$ cat src/rtl/mem_pkg.sv
// Shared definitions for the multicycle memory-access sequencer: access-type
// encodings, FSM state encoding, default latency and alignment helpers.
package mem_pkg;

    localparam int MEM_LATENCY_DEFAULT = 1;

    // Access types; bit 2 set means store. Codes 3 and 7 are reserved.
    localparam logic [2:0] OP_LW = 3'd0;
    localparam logic [2:0] OP_LH = 3'd1;
    localparam logic [2:0] OP_LB = 3'd2;
    localparam logic [2:0] OP_SW = 3'd4;
    localparam logic [2:0] OP_SH = 3'd5;
    localparam logic [2:0] OP_SB = 3'd6;

    typedef enum logic [2:0] {
        ST_IDLE   = 3'd0,
        ST_READ   = 3'd1,
        ST_WRITE  = 3'd2,
        ST_FAULT  = 3'd3,
        ST_FINISH = 3'd4
    } state_e;

    // Word accesses need addr[1:0]==0, half accesses need addr[0]==0.
    function automatic logic is_misaligned(input logic [2:0] op, input logic [1:0] addr_lo);
        case (op)
            OP_LW, OP_SW: return addr_lo != 2'b00;
            OP_LH, OP_SH: return addr_lo[0];
            default:      return 1'b0;
        endcase
    endfunction

    function automatic logic is_reserved(input logic [2:0] op);
        return (op == 3'd3) || (op == 3'd7);
    endfunction

endpackage

$ cat src/rtl/mem_access_unit_if.sv
// Request/response and memory-bus signals of the memory-access sequencer.
// slave is the sequencer's view; master is the view of its surroundings
// (control unit issuing requests plus the memory returning read data).
interface mem_access_unit_if;

    logic        req;
    logic [2:0]  op;
    logic [31:0] addr;
    logic [31:0] wdata;
    logic        busy;
    logic        done;
    logic        misalign;
    logic [31:0] mdr;
    logic [31:0] mem_addr;
    logic        mem_wr;
    logic [31:0] mem_wdata;
    logic [31:0] mem_rdata;

    modport slave (
        input  req, op, addr, wdata, mem_rdata,
        output busy, done, misalign, mdr, mem_addr, mem_wr, mem_wdata
    );

    modport master (
        output req, op, addr, wdata, mem_rdata,
        input  busy, done, misalign, mdr, mem_addr, mem_wr, mem_wdata
    );

endinterface

$ cat src/rtl/store_merge.sv
// Lane merge for sub-word stores: replaces the addressed byte or half of the
// old memory word with the LSBs of the store data. SW passes wdata through.
module store_merge
    import mem_pkg::*;
(
    input  logic [31:0] i_old_word,
    input  logic [31:0] i_wdata,
    input  logic [1:0]  i_addr_lo,
    input  logic [2:0]  i_op,
    output logic [31:0] o_merged
);

    // Start from the old word and overwrite only the target lane.
    always_comb begin
        // NOTE: assigning a default before the case keeps every path driven, so no latch is inferred.
        o_merged = i_old_word;
        case (i_op)
            OP_SB:   o_merged[{i_addr_lo, 3'b000} +: 8]     = i_wdata[7:0];
            OP_SH:   o_merged[{i_addr_lo[1], 4'b0000} +: 16] = i_wdata[15:0];
            OP_SW:   o_merged = i_wdata;
            default: ;
        endcase
    end

endmodule

$ cat src/rtl/mem_access_unit.sv
// Multicycle memory-access sequencer: runs loads, word stores and
// read-modify-write sub-word stores against a word-addressed synchronous
// memory, realigns load data into the MDR and traps misaligned or reserved ops.
module mem_access_unit
    import mem_pkg::*;
#(
    parameter int MEM_LATENCY = MEM_LATENCY_DEFAULT
) (
    input  logic             clk,
    input  logic             reset,
    mem_access_unit_if.slave bus
);

    localparam int               CNT_W    = (MEM_LATENCY > 1) ? $clog2(MEM_LATENCY) : 1;
    localparam logic [CNT_W-1:0] CNT_LAST = CNT_W'(MEM_LATENCY - 1);

    state_e           r_state;
    state_e           w_next_state;
    logic [CNT_W-1:0] r_cnt;
    logic [2:0]       r_op;
    logic [1:0]       r_addr_lo;
    logic [31:0]      r_wdata;
    logic             r_misalign;
    logic [31:0]      r_mdr;
    logic [31:0]      r_mem_addr;
    logic [31:0]      r_mem_wdata;

    logic             w_last_read;
    logic             w_req_fault;
    logic             w_busy;
    logic             w_done;
    logic             w_misalign;
    logic             w_mem_wr;
    logic [31:0]      w_merged;
    logic [31:0]      w_realigned;

    assign w_last_read = (r_cnt == CNT_LAST);
    assign w_req_fault = is_misaligned(bus.op, bus.addr[1:0]) || is_reserved(bus.op);

    store_merge u_store_merge (
        .i_old_word (bus.mem_rdata),
        .i_wdata    (r_wdata),
        .i_addr_lo  (r_addr_lo),
        .i_op       (r_op),
        .o_merged   (w_merged)
    );

    // Shift the addressed byte/half of the read word down to the LSBs; upper bits keep the remainder.
    always_comb begin
        w_realigned = bus.mem_rdata;
        case (r_op)
            OP_LB:   w_realigned = bus.mem_rdata >> {r_addr_lo, 3'b000};
            OP_LH:   w_realigned = bus.mem_rdata >> {r_addr_lo[1], 4'b0000};
            default: ;
        endcase
    end

    // State register; reset returns to IDLE, which also drops mem_wr at once.
    always_ff @(posedge clk or negedge reset) begin
        // NOTE: sequential state uses non-blocking assignments so every flop samples pre-edge values.
        if (!reset) r_state <= ST_IDLE;
        else        r_state <= w_next_state;
    end

    // Next-state decision and status outputs decoded from the registered state.
    always_comb begin
        w_next_state = r_state;
        w_busy       = 1'b1;
        w_done       = 1'b0;
        w_misalign   = 1'b0;
        w_mem_wr     = 1'b0;
        case (r_state)
            ST_IDLE: begin
                w_busy = 1'b0;
                if (bus.req) begin
                    if (w_req_fault)          w_next_state = ST_FAULT;
                    else if (bus.op == OP_SW) w_next_state = ST_WRITE;
                    else                      w_next_state = ST_READ;
                end
            end
            ST_READ: begin
                // Only loads and SB/SH come through READ; the stores continue to WRITE.
                if (w_last_read) w_next_state = r_op[2] ? ST_WRITE : ST_FINISH;
            end
            ST_WRITE: begin
                w_mem_wr     = 1'b1;
                w_next_state = ST_FINISH;
            end
            ST_FAULT: begin
                w_done       = 1'b1;
                w_misalign   = r_misalign;
                w_next_state = ST_IDLE;
            end
            ST_FINISH: begin
                w_done       = 1'b1;
                w_next_state = ST_IDLE;
            end
            default: w_next_state = ST_IDLE;
        endcase
    end

    // Request latch, latency counter, MDR capture and merged store word.
    always_ff @(posedge clk or negedge reset) begin
        if (!reset) begin
            // NOTE: MDR and the write word are ordinary registers, so they are cleared like any other state.
            r_cnt       <= '0;
            r_op        <= OP_LW;
            r_addr_lo   <= 2'b00;
            r_wdata     <= '0;
            r_misalign  <= 1'b0;
            r_mdr       <= '0;
            r_mem_addr  <= '0;
            r_mem_wdata <= '0;
        end else begin
            case (r_state)
                ST_IDLE: begin
                    if (bus.req) begin
                        r_op       <= bus.op;
                        r_addr_lo  <= bus.addr[1:0];
                        r_wdata    <= bus.wdata;
                        r_misalign <= is_misaligned(bus.op, bus.addr[1:0]);
                        r_cnt      <= '0;
                        if (!w_req_fault) begin
                            r_mem_addr <= {bus.addr[31:2], 2'b00};
                            if (bus.op == OP_SW) r_mem_wdata <= bus.wdata;
                        end
                    end
                end
                ST_READ: begin
                    if (w_last_read) begin
                        if (r_op[2]) r_mem_wdata <= w_merged;
                        else         r_mdr       <= w_realigned;
                    end else begin
                        r_cnt <= r_cnt + CNT_W'(1);
                    end
                end
                default: ;
            endcase
        end
    end

    assign bus.busy      = w_busy;
    assign bus.done      = w_done;
    assign bus.misalign  = w_misalign;
    assign bus.mem_wr    = w_mem_wr;
    assign bus.mdr       = r_mdr;
    assign bus.mem_addr  = r_mem_addr;
    assign bus.mem_wdata = r_mem_wdata;

endmodule

$ cat src/flat_wrapper.sv
// flat-port wrapper written by rule: the top's interface ports become plain ports
module mem_access_unit_flat import mem_pkg::*;
#(
    parameter int MEM_LATENCY = MEM_LATENCY_DEFAULT
)
  (clk, reset, bus_req, bus_op, bus_addr, bus_wdata, bus_mem_rdata, bus_busy, bus_done, bus_misalign, bus_mdr, bus_mem_addr, bus_mem_wr, bus_mem_wdata);
  mem_access_unit_if bus_i ();
  input  logic clk;
  input  logic reset;
  input wire logic [$bits(bus_i.req)-1:0] bus_req;
  input wire logic [$bits(bus_i.op)-1:0] bus_op;
  input wire logic [$bits(bus_i.addr)-1:0] bus_addr;
  input wire logic [$bits(bus_i.wdata)-1:0] bus_wdata;
  input wire logic [$bits(bus_i.mem_rdata)-1:0] bus_mem_rdata;
  output wire logic [$bits(bus_i.busy)-1:0] bus_busy;
  output wire logic [$bits(bus_i.done)-1:0] bus_done;
  output wire logic [$bits(bus_i.misalign)-1:0] bus_misalign;
  output wire logic [$bits(bus_i.mdr)-1:0] bus_mdr;
  output wire logic [$bits(bus_i.mem_addr)-1:0] bus_mem_addr;
  output wire logic [$bits(bus_i.mem_wr)-1:0] bus_mem_wr;
  output wire logic [$bits(bus_i.mem_wdata)-1:0] bus_mem_wdata;
  assign bus_i.req = bus_req;
  assign bus_i.op = bus_op;
  assign bus_i.addr = bus_addr;
  assign bus_i.wdata = bus_wdata;
  assign bus_i.mem_rdata = bus_mem_rdata;
  assign bus_busy = bus_i.busy;
  assign bus_done = bus_i.done;
  assign bus_misalign = bus_i.misalign;
  assign bus_mdr = bus_i.mdr;
  assign bus_mem_addr = bus_i.mem_addr;
  assign bus_mem_wr = bus_i.mem_wr;
  assign bus_mem_wdata = bus_i.mem_wdata;
  mem_access_unit #(.MEM_LATENCY(MEM_LATENCY)) u_core (.clk(clk), .reset(reset), .bus(bus_i));
endmodule
$ cat config.mk
export PLATFORM = sky130hd
export DESIGN_NAME = mem_access_unit_flat
export DESIGN_NICKNAME = d
export VERILOG_FILES = /design/src/rtl/mem_pkg.sv /design/src/rtl/mem_access_unit_if.sv /design/src/rtl/store_merge.sv /design/src/rtl/mem_access_unit.sv /design/src/flat_wrapper.sv
export SDC_FILE = /design/constraint.sdc
export NUM_CORES = 1
export LEC_CHECK = 0
export BUFFER_PORTS_ARGS = -buffer_cell sky130_fd_sc_hd__buf_2
export CORE_AREA = 5 5 136 138
export CTS_CLUSTER_DIAMETER = 30
export DETAILED_ROUTE_END_ITERATION = 10
export DIE_AREA = 0 0 141 143
export PLACE_DENSITY_LB_ADDON = 0.15
export SYNTH_ARGS = -nofsm -noshare
export SYNTH_HDL_FRONTEND = slang
export SYNTH_HIERARCHICAL = 1
export SYNTH_SLANG_ARGS = --single-unit
$ cat constraint.sdc
create_clock -name clk -period 4.15 [get_ports clk]
set_input_delay 0.415 -clock clk [delete_from_list [all_inputs] [get_ports clk]]
set_output_delay 0.415 -clock clk [all_outputs]
set_load 0.05 [all_outputs]
# Word level (Yosys, flattened, before mapping)
# Cells that the tools add are included.
# W data, S select, Z words.
# totals
regBits	136
inputBits	102
output_inout_bits	100
elab_cells	79
# op_classes
n_shift	6
bitwise_logic	3
reduce_logical	15
n_eq_ne	19
mux	24
addsub	3
# op_table
cell	count
$mux W32	5
$pmux W32 S2	2
$pmux W32 S3	1
$bwmux W32	2
$shr A32 B5 Y32	2
$shift A16 B7 Y32 const A	1
$shift A8 B7 Y32 const A	1
$shiftx A16 B7 Y32	1
$shiftx A8 B7 Y32	1
$eq A3 B3 Y1 const B	7
$neg A5 Y7	2
$eq A3 B2 Y1 const B	4
$mux W3	4
$eq A3 B1 Y1 const B	3
$pmux W3 S3	1
$logic_not A3 Y1	2
$mux W1	6
$ne A2 B2 Y1 const B	3
$reduce_and A2 Y1	3
$reduce_and A3 Y1	2
$reduce_and A6 Y1	1
$reduce_or A2 Y1	3
$ne A2 B1 Y1 const B	2
$pmux W1 S2	2
other kinds (5)	9

# Logic depth before layout (Yosys ltp)
# Gate-level depths: netlist of run 1.
# depth
depth_word	7
mapped_depth	10
depth_no_buf	7

# Modules after synthesis
# The synthesis of run 1 kept the hierarchy.
# by_module_without_submodules
mod	area_per_inst_um2	cells_per_inst	n_inst
mem_access_unit	6167.2	540	1
store_merge	1336.3	194	1

# Worst setup path before layout of run 1
# Ideal clock, no wire load.
# synth_timing
kind	register to register
startpoint	reg u_core.r_addr_lo[1]
endpoint	reg u_core.r_mem_wdata[12] (netlist: u_core/bus.mem_wdata[12])
setup_ns	0.125
synth_period_minus_slack_ns	2.588
arrival_time_ns	2.462
path_stages_with_launch	10
path_buffers	2
path_slack_ns	1.562
path_cell_list	dfrtp_1 > buf_4 > buf_2 > inv_1 > ha_1 > and4b_1 > and2b_1 > a221o_1 > mux2_1 > mux2_4
# synth_via
elab_chain_len	7
elab_cells_between_ends	12
classes_between	add/sub (2); shift (4); mux (6)
# synth_rtl
item	line_no	text
from (decl)	mem_access_unit.sv:21	logic [1:0] r_addr_lo;
from (signal assigned)	mem_access_unit.sv:119	r_addr_lo <= bus.addr[1:0];
$neg A5 Y7, on equally long branches	store_merge.sv:19, store_merge.sv:18	
$shiftx A16 B7 Y32 (tied with other cells)	store_merge.sv:19	OP_SH: o_merged[{i_addr_lo[1], 4'b0000} +: 16] = i_wdata[15:0];
$bwmux W32, on equally long branches	store_merge.sv:19, store_merge.sv:18	
$pmux W32 S3 (*)	store_merge.sv:17	case (i_op)
named net u_core.w_merged[12]	mem_access_unit.sv:34	logic [31:0] w_merged;
$mux W32 (*)	mem_access_unit.sv:131	if (r_op[2]) r_mem_wdata <= w_merged;
$mux W32 (*)	mem_access_unit.sv:130	if (w_last_read) begin
$pmux W32 S2 (*)	mem_access_unit.sv:115	case (r_state)
to (signal assigned)	mem_access_unit.sv:125	if (bus.op == OP_SW) r_mem_wdata <= bus.wdata;
to (signal assigned)	mem_access_unit.sv:131	
to (decl)	mem_access_unit.sv:26	logic [31:0] r_mem_wdata;
# Mark *: on every way through the listed nets, which the timed path passes. The rest lies on a longest branch. The select of a mux whose other input is x is not followed.
# A chain may end at the register's enable or synchronous reset.

# Worst setup path in the final report of run 1
# layout_timing
startpoint	reg u_core.r_addr_lo[1]
endpoint	reg u_core.r_mem_wdata[13] (netlist: u_core/bus.mem_wdata[13])
# Same word-level chain as after synthesis.

==> flow_summary.toml, run 1 <==
[synth]
yosysSeqAreaShare_pct = 45.0
synth-edff-count = 0
synthArstFlopShare_pct = 100
synthTopCellsByArea = "dfrtp_1 45%, mux2_1 9.6%, nand2_1 6.5%, mux2_4 6.0%, a221o_1 2.3%"
yosysWarnings = 6
yosys.area_share.simple_pct = 15.9
ys.flop_type = "dfrtp_1"
synth_top_area_cell = "dfrtp_1"
synth.avg_cell_area_sq_um = 10.2
synthMuxAreaShare_pct = 16.8
synth_compound_area_share_pct = 16.9
synth_xor_area_share_pct = 0
synth_area_sq_um = 7500
synth_top_family_by_area = "compound AO/OA/AOI/OAI gates"
synth_seq_cells = 135
yosys.area.top_type_share_pct = 45.0
syn_inst = 734
synthAdderAreaFrac_pct = 0.834
synth_cell_types = 58

[clocking]
holdBufCountCts = 0
cts_tree = "yes"
root_buffer = "clkbuf_16"
clock_latency_ns = 0.42
cts-resized-gates = 0
cts_max_level = 4
clock_sinks = 135
clkTransAtPathRegs_ns = 0.06
cts-buffers-inserted = 17
cts_buffer_depth = 2
postCtsSetupRepairBufs = 0

[outcome]
violations = "negative hold slack"
status = "complete, but fails checks"

[timing]
finalCritPeriodShare_pct = 68.2
tightestPinTransition_ns = 0.999
finalSetupViolCount = 0
hold_ws_ns = -0.0265
slew_violations = 0
tns_ns = 0
timing_hold_violations_final = 8
fmax_mhz = 353
rsz0062_at_grt = "no"
slew_headroom_pct = 33.2
fin_skew_ns = 0.00809
post-route-min-period_ns = 2.83

[global_route]
antenna_found_initial = 0
grt_pass1_vias = 6583
grt_max_degree = 73
grt_pass1_wl_microns = 36800
grt_use_total_pct = 23.4
overflow = 0

[placed_design]
dp_hpwl_microns = 16600
place_area_sq_um = 8620
gp_congestion = 0.858
port_buffers = 199

[route]
avgViaCountPerCell = 5.67
drtPass1Iterations = 5
drt_iter0_markers = 583
drc_errors = 0
wl_per_cell_microns = 20.4
wl_microns = 23500
vias = 6530
ant_nets = 0

[final_layout]
nets = 1020
final_common_cell = "buf_2"
nFillCells = 1609
diodes = 0
area_delta_synth_final_pct = 23.2
fin_area_sq_um = 9250
layout_common_cells = "198 x buf_2, 135 x dfrtp_1, 129 x nand2_1, 64 x mux2_1"
drive_above_1_share_pct = 31.2

[setup_path]
crit_required_ns = 4.45
ff2ff_path_depth = 7
worstPathMaxFanout = 20
r2r_setup_slack_ns = 1.32
startpoint_type = "register"
worstSetupPathType = "register to register"
worstPathArrival_ns = 3.13
r2r_start = "u_core/r_addr_lo[1]$_DFFE_PN0P_"
end_kind = "register"
r2r_end = "u_core/bus.mem_wdata[13]$_DFFE_PN0P_"

[floorplanning]
die_w_microns = 141
die_y_microns = 143
ios = 202
placementRows = 48
start_util_pct = 44.0
core_region_area_sq_um = 17100
die-area_sq_um = 20200

[power]
ir_drop_mv = 0.495
power_leakage_nw = 4.46
power.density_nw_per_um2 = 987

[hold_path]
hold_path_class = "primary input to asynchronous set/reset pin"

[job]
drv_cap = 0
per-layer routing:
layer	global-route usage, %	routed length, microns
met5	0	0
met4	8.57	562
met3	6.97	2280
met2	35.7	10400
met1	31.7	10200
synthesized netlist by cell type, types with 2 or more instances:
cell	number
nor2_2	2
nor3b_1	2
nand3_1	20
buf_4	7
mux2i_1	3
inv_1	18
nand4_1	5
a31oi_1	7
a21oi_1	30
and4b_1	2
o31ai_1	2
a2bb2oi_1	2
a22oi_1	16
and2_1	3
nand2_1	129
nand2b_1	19
mux2_4	30
a41oi_1	7
nor2_1	22
a221o_1	17
o32ai_1	5
a21o_1	2
nor2b_1	18
o221ai_1	17
o22ai_1	10
o21ai_0	8
clkbuf_1	17
a22o_1	9
a221oi_1	7
o21ai_1	29
and3b_1	5
and3_1	7
dfrtp_1	135
mux2_2	5
o21bai_1	2
buf_2	24
buf_6	3
ha_1	5
mux2_1	64
through the flow:
step / power (mW) / std cells / util [%] / setup WS [ns]
3_3_place_gp: 7.46 / 1119 / 50.5 / 1.44
2_1_floorplan: 6.30 / 735 / - / 1.56
6_report: 9.13 / 1151 / 54.2 / 1.32
5_1_grt: 9.64 / 1151 / 54.2 / 1.25
3_5_place_dp: 7.52 / 1119 / 50.5 / 1.37
4_1_cts: 9.17 / 1151 / 54.2 / 1.36
power breakdown:
group	internal [mW]	total (mW)	switching (mW)
Sequential	1.97	2.58	0.612
Clock	1.04	1.61	0.579
Combinational	1.58	4.94	3.36
Total	4.58	9.13	4.55
kinds of logic (layout without fill, tap and decap cells):
group | after synthesis | count (layout)
AND/OR/NAND/NOR | 245 | 245
AO/OA/AOI/OAI | 176 | 176
flip-flops | 135 | 135
multiplexers | 102 | 102
buffers and inverters | 70 | 261
adder cells (fa/ha/maj) | 5 | 5
other | 1 | 2
area by class of cell:
class | count | area [sq um] | share of cell area (%)
clock inverters | 12 | 175 | 1.89
flip-flops and latches | 135 | 3380 | 36.5
inverters | 19 | 71.3 | 0.771
repair buffers | 210 | 1100 | 11.9
multi-input cells | 530 | 3790 | 41.0
clock buffers | 20 | 457 | 4.94
well taps | 225 | 282 | 3.04
state kept, by name (all words and copies together), names as in the netlist:
name,count
u_core/bus.mdr,32
u_core/bus.mem_wdata,32
u_core/r_wdata,32
u_core/bus.mem_addr,30
u_core/r_op,3
u_core/r_state,3
u_core/r_addr_lo,2
u_core/r_misalign,1
worst max-delay path, stage by stage, from the launching register on:
cell	delay, ns
dfrtp_1	0.78
inv_1	0.19
ha_1	0.37
and4b_1	0.25
and2b_1	0.24
a221o_1	0.32
mux2_1	0.30
mux2_4	0.27
worst max path at each step:
stage,startpoint,to,cells after the start
detailed placement,u_core/r_addr_lo[1]$_DFFE_PN0P_,u_core/bus.mem_wdata[9]$_DFFE_PN0P_,7
global route,u_core/r_addr_lo[1]$_DFFE_PN0P_,u_core/bus.mem_wdata[13]$_DFFE_PN0P_,7
floorplan,u_core/r_addr_lo[1]$_DFFE_PN0P_,u_core/bus.mem_wdata[12]$_DFFE_PN0P_,9
CTS,u_core/r_addr_lo[1]$_DFFE_PN0P_,u_core/bus.mem_wdata[13]$_DFFE_PN0P_,7
global placement,u_core/r_addr_lo[1]$_DFFE_PN0P_,u_core/bus.mem_wdata[14]$_DFFE_PN0P_,7
finish,u_core/r_addr_lo[1]$_DFFE_PN0P_,u_core/bus.mem_wdata[13]$_DFFE_PN0P_,7
Note: power is estimated with default switching activity, not from simulation.
==> inputs of run 2 (changes only) <==
==> constraint.sdc (replaced) <==
create_clock -name clk -period 2.27 [get_ports clk]
set_input_delay 0.227 -clock clk [delete_from_list [all_inputs] [get_ports clk]]
set_output_delay 0.227 -clock clk [all_outputs]
set_load 0.05 [all_outputs]
==> flow_summary.toml, run 2 (synthesized netlist as in run 1, its figures left out) <==
[outcome]
status = "finished clean"

[setup_path]
crit_family = "multiplexers"
end_kind = "register"
crit_slowest_cell = "dfrtp_2"
path_cells = "inv_4 > ha_4 > and4b_1 > and2b_2 > a221o_1 > mux2_4 > mux2_4"
r2r_end = "u_core/bus.mem_wdata[14]$_DFFE_PN0P_"
ff2ff_path_depth = 7
crit_buf_inv = 1
worstPathMaxFanout = 6
crit_top_cell = "mux2_4"
worstSetupPathType = "register to register"
r2r_setup_slack_ns = 0.06
crit_required_ns = 2.57
cp_slowest_stage_delay_ns = 0.45
startpoint_type = "register"
worstPathArrival_ns = 2.51
r2r_start = "u_core/r_addr_lo[1]$_DFFE_PN0P_"

[clocking]
root_buffer = "clkbuf_16"
cts_buffer_depth = 2
cts_max_level = 4
clock_sinks = 135
cts_tree = "yes"
cts-buffers-inserted = 17
clock_latency_ns = 0.41
clkTransAtPathRegs_ns = 0.06

[global_route]
grt_use_total_pct = 23.8
grt_max_degree = 63
grt_pass1_vias = 6539
overflow = 0
antenna_found_initial = 0
grt_pass1_wl_microns = 37300

[final_layout]
area_delta_synth_final_pct = 26.6
fin_cells = 1176
layout_common_cells = "198 x buf_2, 134 x dfrtp_1, 128 x nand2_1, 58 x mux2_1, 36 x mux2_4"
fin_area_sq_um = 9500
diodes = 0
final_common_cell = "buf_2"
final_core_util_pct = 55.7
drive_above_1_share_pct = 34.3
nets = 1046

[route]
drc_errors = 0
wl_microns = 23900
vias = 6693
avgViaCountPerCell = 5.69
drtPass1Iterations = 5
wl_per_cell_microns = 20.3
drt_iter0_markers = 583
ant_nets = 0

[timing]
slew_violations = 0
tightestPinTransition_ns = 0.610
finalCritPeriodShare_pct = 97.6
fin_skew_ns = 0.00671
post-route-min-period_ns = 2.21
timing_hold_violations_final = 0
slew_headroom_pct = 59.2
rsz0062_at_grt = "no"
finalSetupViolCount = 0
fmax_mhz = 452

[placed_design]
port_buffers = 199
dp_hpwl_microns = 17200
place_area_sq_um = 8850
gp_congestion = 0.885
dpl.cell_count = 1140

[floorplanning]
core_region_area_sq_um = 17100
die-area_sq_um = 20200
ios = 202
die_w_microns = 141
start_util_pct = 44.0
placementRows = 48
die_y_microns = 143

[power]
ir_drop_mv = 1.00
power.density_nw_per_um2 = 1790
power_leakage_nw = 4.60
total_power_mw = 17.0

[hold_path]
hold_path_class = "primary input to register"
hold_start = "bus_wdata[16]"
hold_path_depth = 3
min_to = "u_core/r_wdata[16]$_DFFE_PN0P_"

[job]
drv_cap = 0
run 2: cell types whose count changed in the layout (fill, tap and decap cells not counted), sizes merged:
cell         previous run  this run
clkinv                  5         6
clkbuf                 20        19
buf                   210       234
bufinv                  4         3
dlygate4sd3             0         2
run 2: where the power goes:
| group | total [mW] | internal, mW | leakage, nW | switching (mW) |
|---|---|---|---|---|
| combinational | 9.63 | 3.23 | 2.69 | 6.40 |
| sequential | 4.59 | 3.60 | 1.63 | 0.983 |
| clock | 2.82 | 1.75 | 0.285 | 1.07 |
run 2: layout make-up:
class | instances | area, sq um
fillers | 1586 | 7560
repair buffers | 236 | 1340
well taps | 225 | 282
inverters | 19 | 73.8
flip-flops and latches | 135 | 3380
clock buffers | 19 | 443
multi-input cells | 530 | 3830
clock inverters | 12 | 154
run 2: worst register-to-register path, delay by kind of cell, from the launching register on:
| family | cells | cell delay (ns) |
|---|---|---|
| buf+inv | 1 | 0.09 |
| simple gates | 2 | 0.49 |
| mux | 2 | 0.52 |
| compound gates | 1 | 0.35 |
| fa+ha+maj | 1 | 0.21 |
| flops | 1 | 0.45 |
run 2: layer usage:
metal	part of all wire, %	global-route usage [%]	vias to the layer above
met4	2.4	8.52	0
li1	-	-	3070
met2	45	36.1	293
met1	44	33.3	3289
met3	8.7	6.06	41
met5	0	0	-
run 2: worst max-delay path by stage:
stage,startpoint,end,slack [ns],cells after the start
2_1_floorplan,u_core/r_addr_lo[1]$_DFFE_PN0P_,u_core/bus.mem_wdata[14]$_DFFE_PN0P_,-0.07,9
3_3_place_gp,u_core/r_addr_lo[0]$_DFFE_PN0P_,u_core/bus.mem_wdata[14]$_DFFE_PN0P_,0.06,7
3_5_place_dp,u_core/r_addr_lo[0]$_DFFE_PN0P_,u_core/bus.mem_wdata[14]$_DFFE_PN0P_,0.05,7
4_1_cts,u_core/r_addr_lo[1]$_DFFE_PN0P_,u_core/bus.mem_wdata[28]$_DFFE_PN0P_,0.02,6
5_1_grt,u_core/r_addr_lo[1]$_DFFE_PN0P_,u_core/bus.mem_wdata[14]$_DFFE_PN0P_,0.007,7
6_report,u_core/r_addr_lo[1]$_DFFE_PN0P_,u_core/bus.mem_wdata[14]$_DFFE_PN0P_,0.06,7
run 2: repair_timing:
item / CTS / global route
hold buffers: 2 / 0
setup buffers: 0 / 3
gates resized for setup: 0 / 5
endpoints found under the setup margin: 0 / 14
endpoints found under the hold margin: 60 / 0
run 2: per-stage QoR:
stage / setup WS, ns / TNS, ns / hold WS (ns)
floorplan: -0.0718 / -0.272 / -0.0686
global placement: 0.0580 / 0 / 0.251
detailed placement: 0.0462 / 0 / 0.247
CTS: 0.0214 / 0 / 0.000927
global route: 0.00691 / 0 / 0.00297
finish: 0.0552 / 0 / 0.0193
==> inputs of run 3 (changes only) <==
--- a/config.mk
+++ b/config.mk
@@ -5,11 +5,12 @@
 export SDC_FILE = /design/constraint.sdc
 export NUM_CORES = 1
 export LEC_CHECK = 0
+export ABC_AREA = 1
 export BUFFER_PORTS_ARGS = -buffer_cell sky130_fd_sc_hd__buf_2
-export CORE_AREA = 5 5 136 138
+export CORE_AREA = 5 5 141 143
 export CTS_CLUSTER_DIAMETER = 30
 export DETAILED_ROUTE_END_ITERATION = 10
-export DIE_AREA = 0 0 141 143
+export DIE_AREA = 0 0 146 148
 export PLACE_DENSITY_LB_ADDON = 0.15
 export SYNTH_ARGS = -nofsm -noshare
 export SYNTH_HDL_FRONTEND = slang
==> flow_summary.toml, run 3 <==
[final_layout]
fin_area_sq_um = 10200
area_delta_synth_final_pct = 25.3
layout_common_cells = "550 x nand2_1, 198 x buf_2, 135 x dfrtp_1, 125 x nand3_1, 97 x inv_1"
nFillCells = 1827
drive_above_1_share_pct = 19.5
nets = 1563
final_common_cell = "nand2_1"

[setup_path]
worstPathMaxFanout = 11
worstSetupPathType = "register to register"
crit_slowest_cell = "ha_1"
crit_required_ns = 2.63
path_cells = "inv_1 > ha_1 > inv_1 > nand2_1 > o21ai_0 > nand2_1 > nand3_1 > nand2_1 > o21ai_0 > nand2_1 > nand2_1"
startpoint_type = "register"
ff2ff_path_depth = 11
r2r_end = "u_core/bus.mem_wdata[6]$_DFFE_PN0P_"
end_kind = "register"
r2r_start = "u_core/r_addr_lo[0]$_DFFE_PN0P_"
r2r_setup_slack_ns = 0.15
cp_slowest_stage_delay_ns = 0.40
crit_top_cell = "nand2_1"
worstPathArrival_ns = 2.48

[route]
drt_iter0_markers = 867
wl_per_cell_microns = 16.6
drtPass1Iterations = 6
vias = 8755
ant_nets = 0
avgViaCountPerCell = 5.14
wl_microns = 28200
drc_errors = 0

[synth]
synth_cell_types = 32
synthTopCellsByArea = "dfrtp_1 41%, nand2_1 25%, nand3_1 7.6%, o21ai_0 5.8%, inv_1 4.5%"
yosysWarnings = 6
synth_common_cells = "551 x nand2_1, 135 x dfrtp_1, 125 x nand3_1, 97 x inv_1, 94 x o21ai_0"
synth_top_area_cell = "dfrtp_1"
synth.avg_cell_area_sq_um = 6.52
synth_area_sq_um = 8180
synth-edff-count = 0
yosys.area.top_type_share_pct = 41.3
yosysMostFrequentCell = "nand2_1"
synth_seq_cells = 135
ys.flop_type = "dfrtp_1"
syn_inst = 1254
synthArstFlopShare_pct = 100
yosysSeqAreaShare_pct = 41.3

[hold_path]
hold_path_depth = 3
hold_start = "bus_addr[21]"
hold_path_class = "primary input to register"
min_to = "u_core/bus.mem_addr[21]$_DFFE_PN0P_"

[floorplanning]
die-area_sq_um = 21600
placementRows = 50
start_util_pct = 44.3
core_region_area_sq_um = 18500
die_y_microns = 148
ios = 202
die_w_microns = 146

[clocking]
cts_buffer_depth = 2
root_buffer = "clkbuf_16"
cts-buffers-inserted = 17
clock_sinks = 135
cts_tree = "yes"
cts_max_level = 4
postCtsSetupRepairBufs = 0
clkTransAtPathRegs_ns = 0.07
clock_latency_ns = 0.42

[global_route]
grt_pass1_vias = 8410
grt_use_total_pct = 26.1
grt_pass1_wl_microns = 45300
overflow = 0
antenna_found_initial = 1
grt_max_degree = 71

[power]
power_leakage_nw = 5.64
power.density_nw_per_um2 = 1690
ir_drop_mv = 0.985

[timing]
fin_skew_ns = 0.0104
post-route-min-period_ns = 2.12
slew_headroom_pct = 56.6
slew_violations = 0
fmax_mhz = 473
timing_hold_violations_final = 0
tightestPinTransition_ns = 0.652
tns_ns = 0
rsz0062_at_grt = "no"
finalCritPeriodShare_pct = 93.2
finalSetupViolCount = 0

[outcome]
status = "finished clean"

[job]
drv_cap = 0

[placed_design]
place_area_sq_um = 9390
dp_hpwl_microns = 20300
port_buffers = 199
gp_congestion = 0.942
[run 3: layout make-up]
class                      instances  area, sq um  area share [%]
multi-input combinational        943         4070            39.7
sequential                       135         3380            33.0
timing repair buffer             255         1540            15.1
clock buffer                      18          429            4.19
inverter                         104          390            3.81
tap                              234          293            2.86
clock inverter                    14          139            1.36
antenna                            1         2.50          0.0244
[run 3: kinds of logic (layout without fill, tap and decap cells)]
| family | Yosys count | count (layout) | synth area share, % |
|---|---|---|---|
| and+or+nand+nor | 788 | 788 | 39.4 |
| buffers and inverters | 177 | 391 | 9.13 |
| AOI/OAI and AO/OA | 147 | 147 | 9.24 |
| DFF | 135 | 135 | 41.3 |
| adders and majority gates | 5 | 5 | 0.765 |
| other | 1 | 3 | 0.0458 |
| muxes | 1 | 1 | 0.138 |
[run 3: critical path, delay by kind of cell, from the launching register on]
kind | cells | cell delay (ns)
flip-flops | 1 | 0.34
AO/OA/AOI/OAI | 2 | 0.33
adder cells (fa/ha/maj) | 1 | 0.40
AND/OR/NAND/NOR | 6 | 0.62
buffers and inverters | 2 | 0.36
[run 3: power by group]
group / total, mW / internal (mW) / switching (mW)
Clock: 2.70 / 1.54 / 1.17
Combinational: 10.1 / 2.63 / 7.51
Sequential: 4.46 / 3.56 / 0.899
[run 3: repair_timing]
item,in CTS,in global routing
hold buffers,28,0
setup endpoints to repair,0,13
resized for setup,0,3
endpoints found under the hold margin,59,0
[run 3: worst max-delay path by stage]
stage | start | endpoint | slack [ns]
after floorplan | u_core/r_addr_lo[1]$_DFFE_PN0P_ | u_core/bus.mem_wdata[3]$_DFFE_PN0P_ | 0.06
after global placement | u_core/r_addr_lo[0]$_DFFE_PN0P_ | u_core/bus.mem_wdata[16]$_DFFE_PN0P_ | 0.21
after detailed placement | u_core/r_addr_lo[1]$_DFFE_PN0P_ | u_core/bus.mem_wdata[16]$_DFFE_PN0P_ | 0.15
after CTS | u_core/r_addr_lo[1]$_DFFE_PN0P_ | u_core/bus.mem_wdata[16]$_DFFE_PN0P_ | 0.15
after global routing | u_core/r_addr_lo[1]$_DFFE_PN0P_ | u_core/bus.mem_wdata[11]$_DFFE_PN0P_ | 0.01
final | u_core/r_addr_lo[0]$_DFFE_PN0P_ | u_core/bus.mem_wdata[6]$_DFFE_PN0P_ | 0.15
[run 3: per-stage QoR]
step           power, mW  std cells  utilization, %  hold WS [ns]  worst slack [ns]
2_1_floorplan       11.8       1255               -       -0.0686            0.0617
6_report            17.3       1704            55.5        0.0191             0.155
4_1_cts             17.3       1703            55.5       0.00763             0.147
5_1_grt             18.5       1704            55.5        0.0117            0.0136
3_3_place_gp        14.4       1643            50.9         0.157             0.213
3_5_place_dp        14.5       1643            50.9         0.157             0.154
[run 3: metal layers]
metal	GRT usage, %	part of all wire, %
met5	0	0
met4	6.77	1.4
met3	6.59	8.8
met2	42.7	47
met1	34.9	43
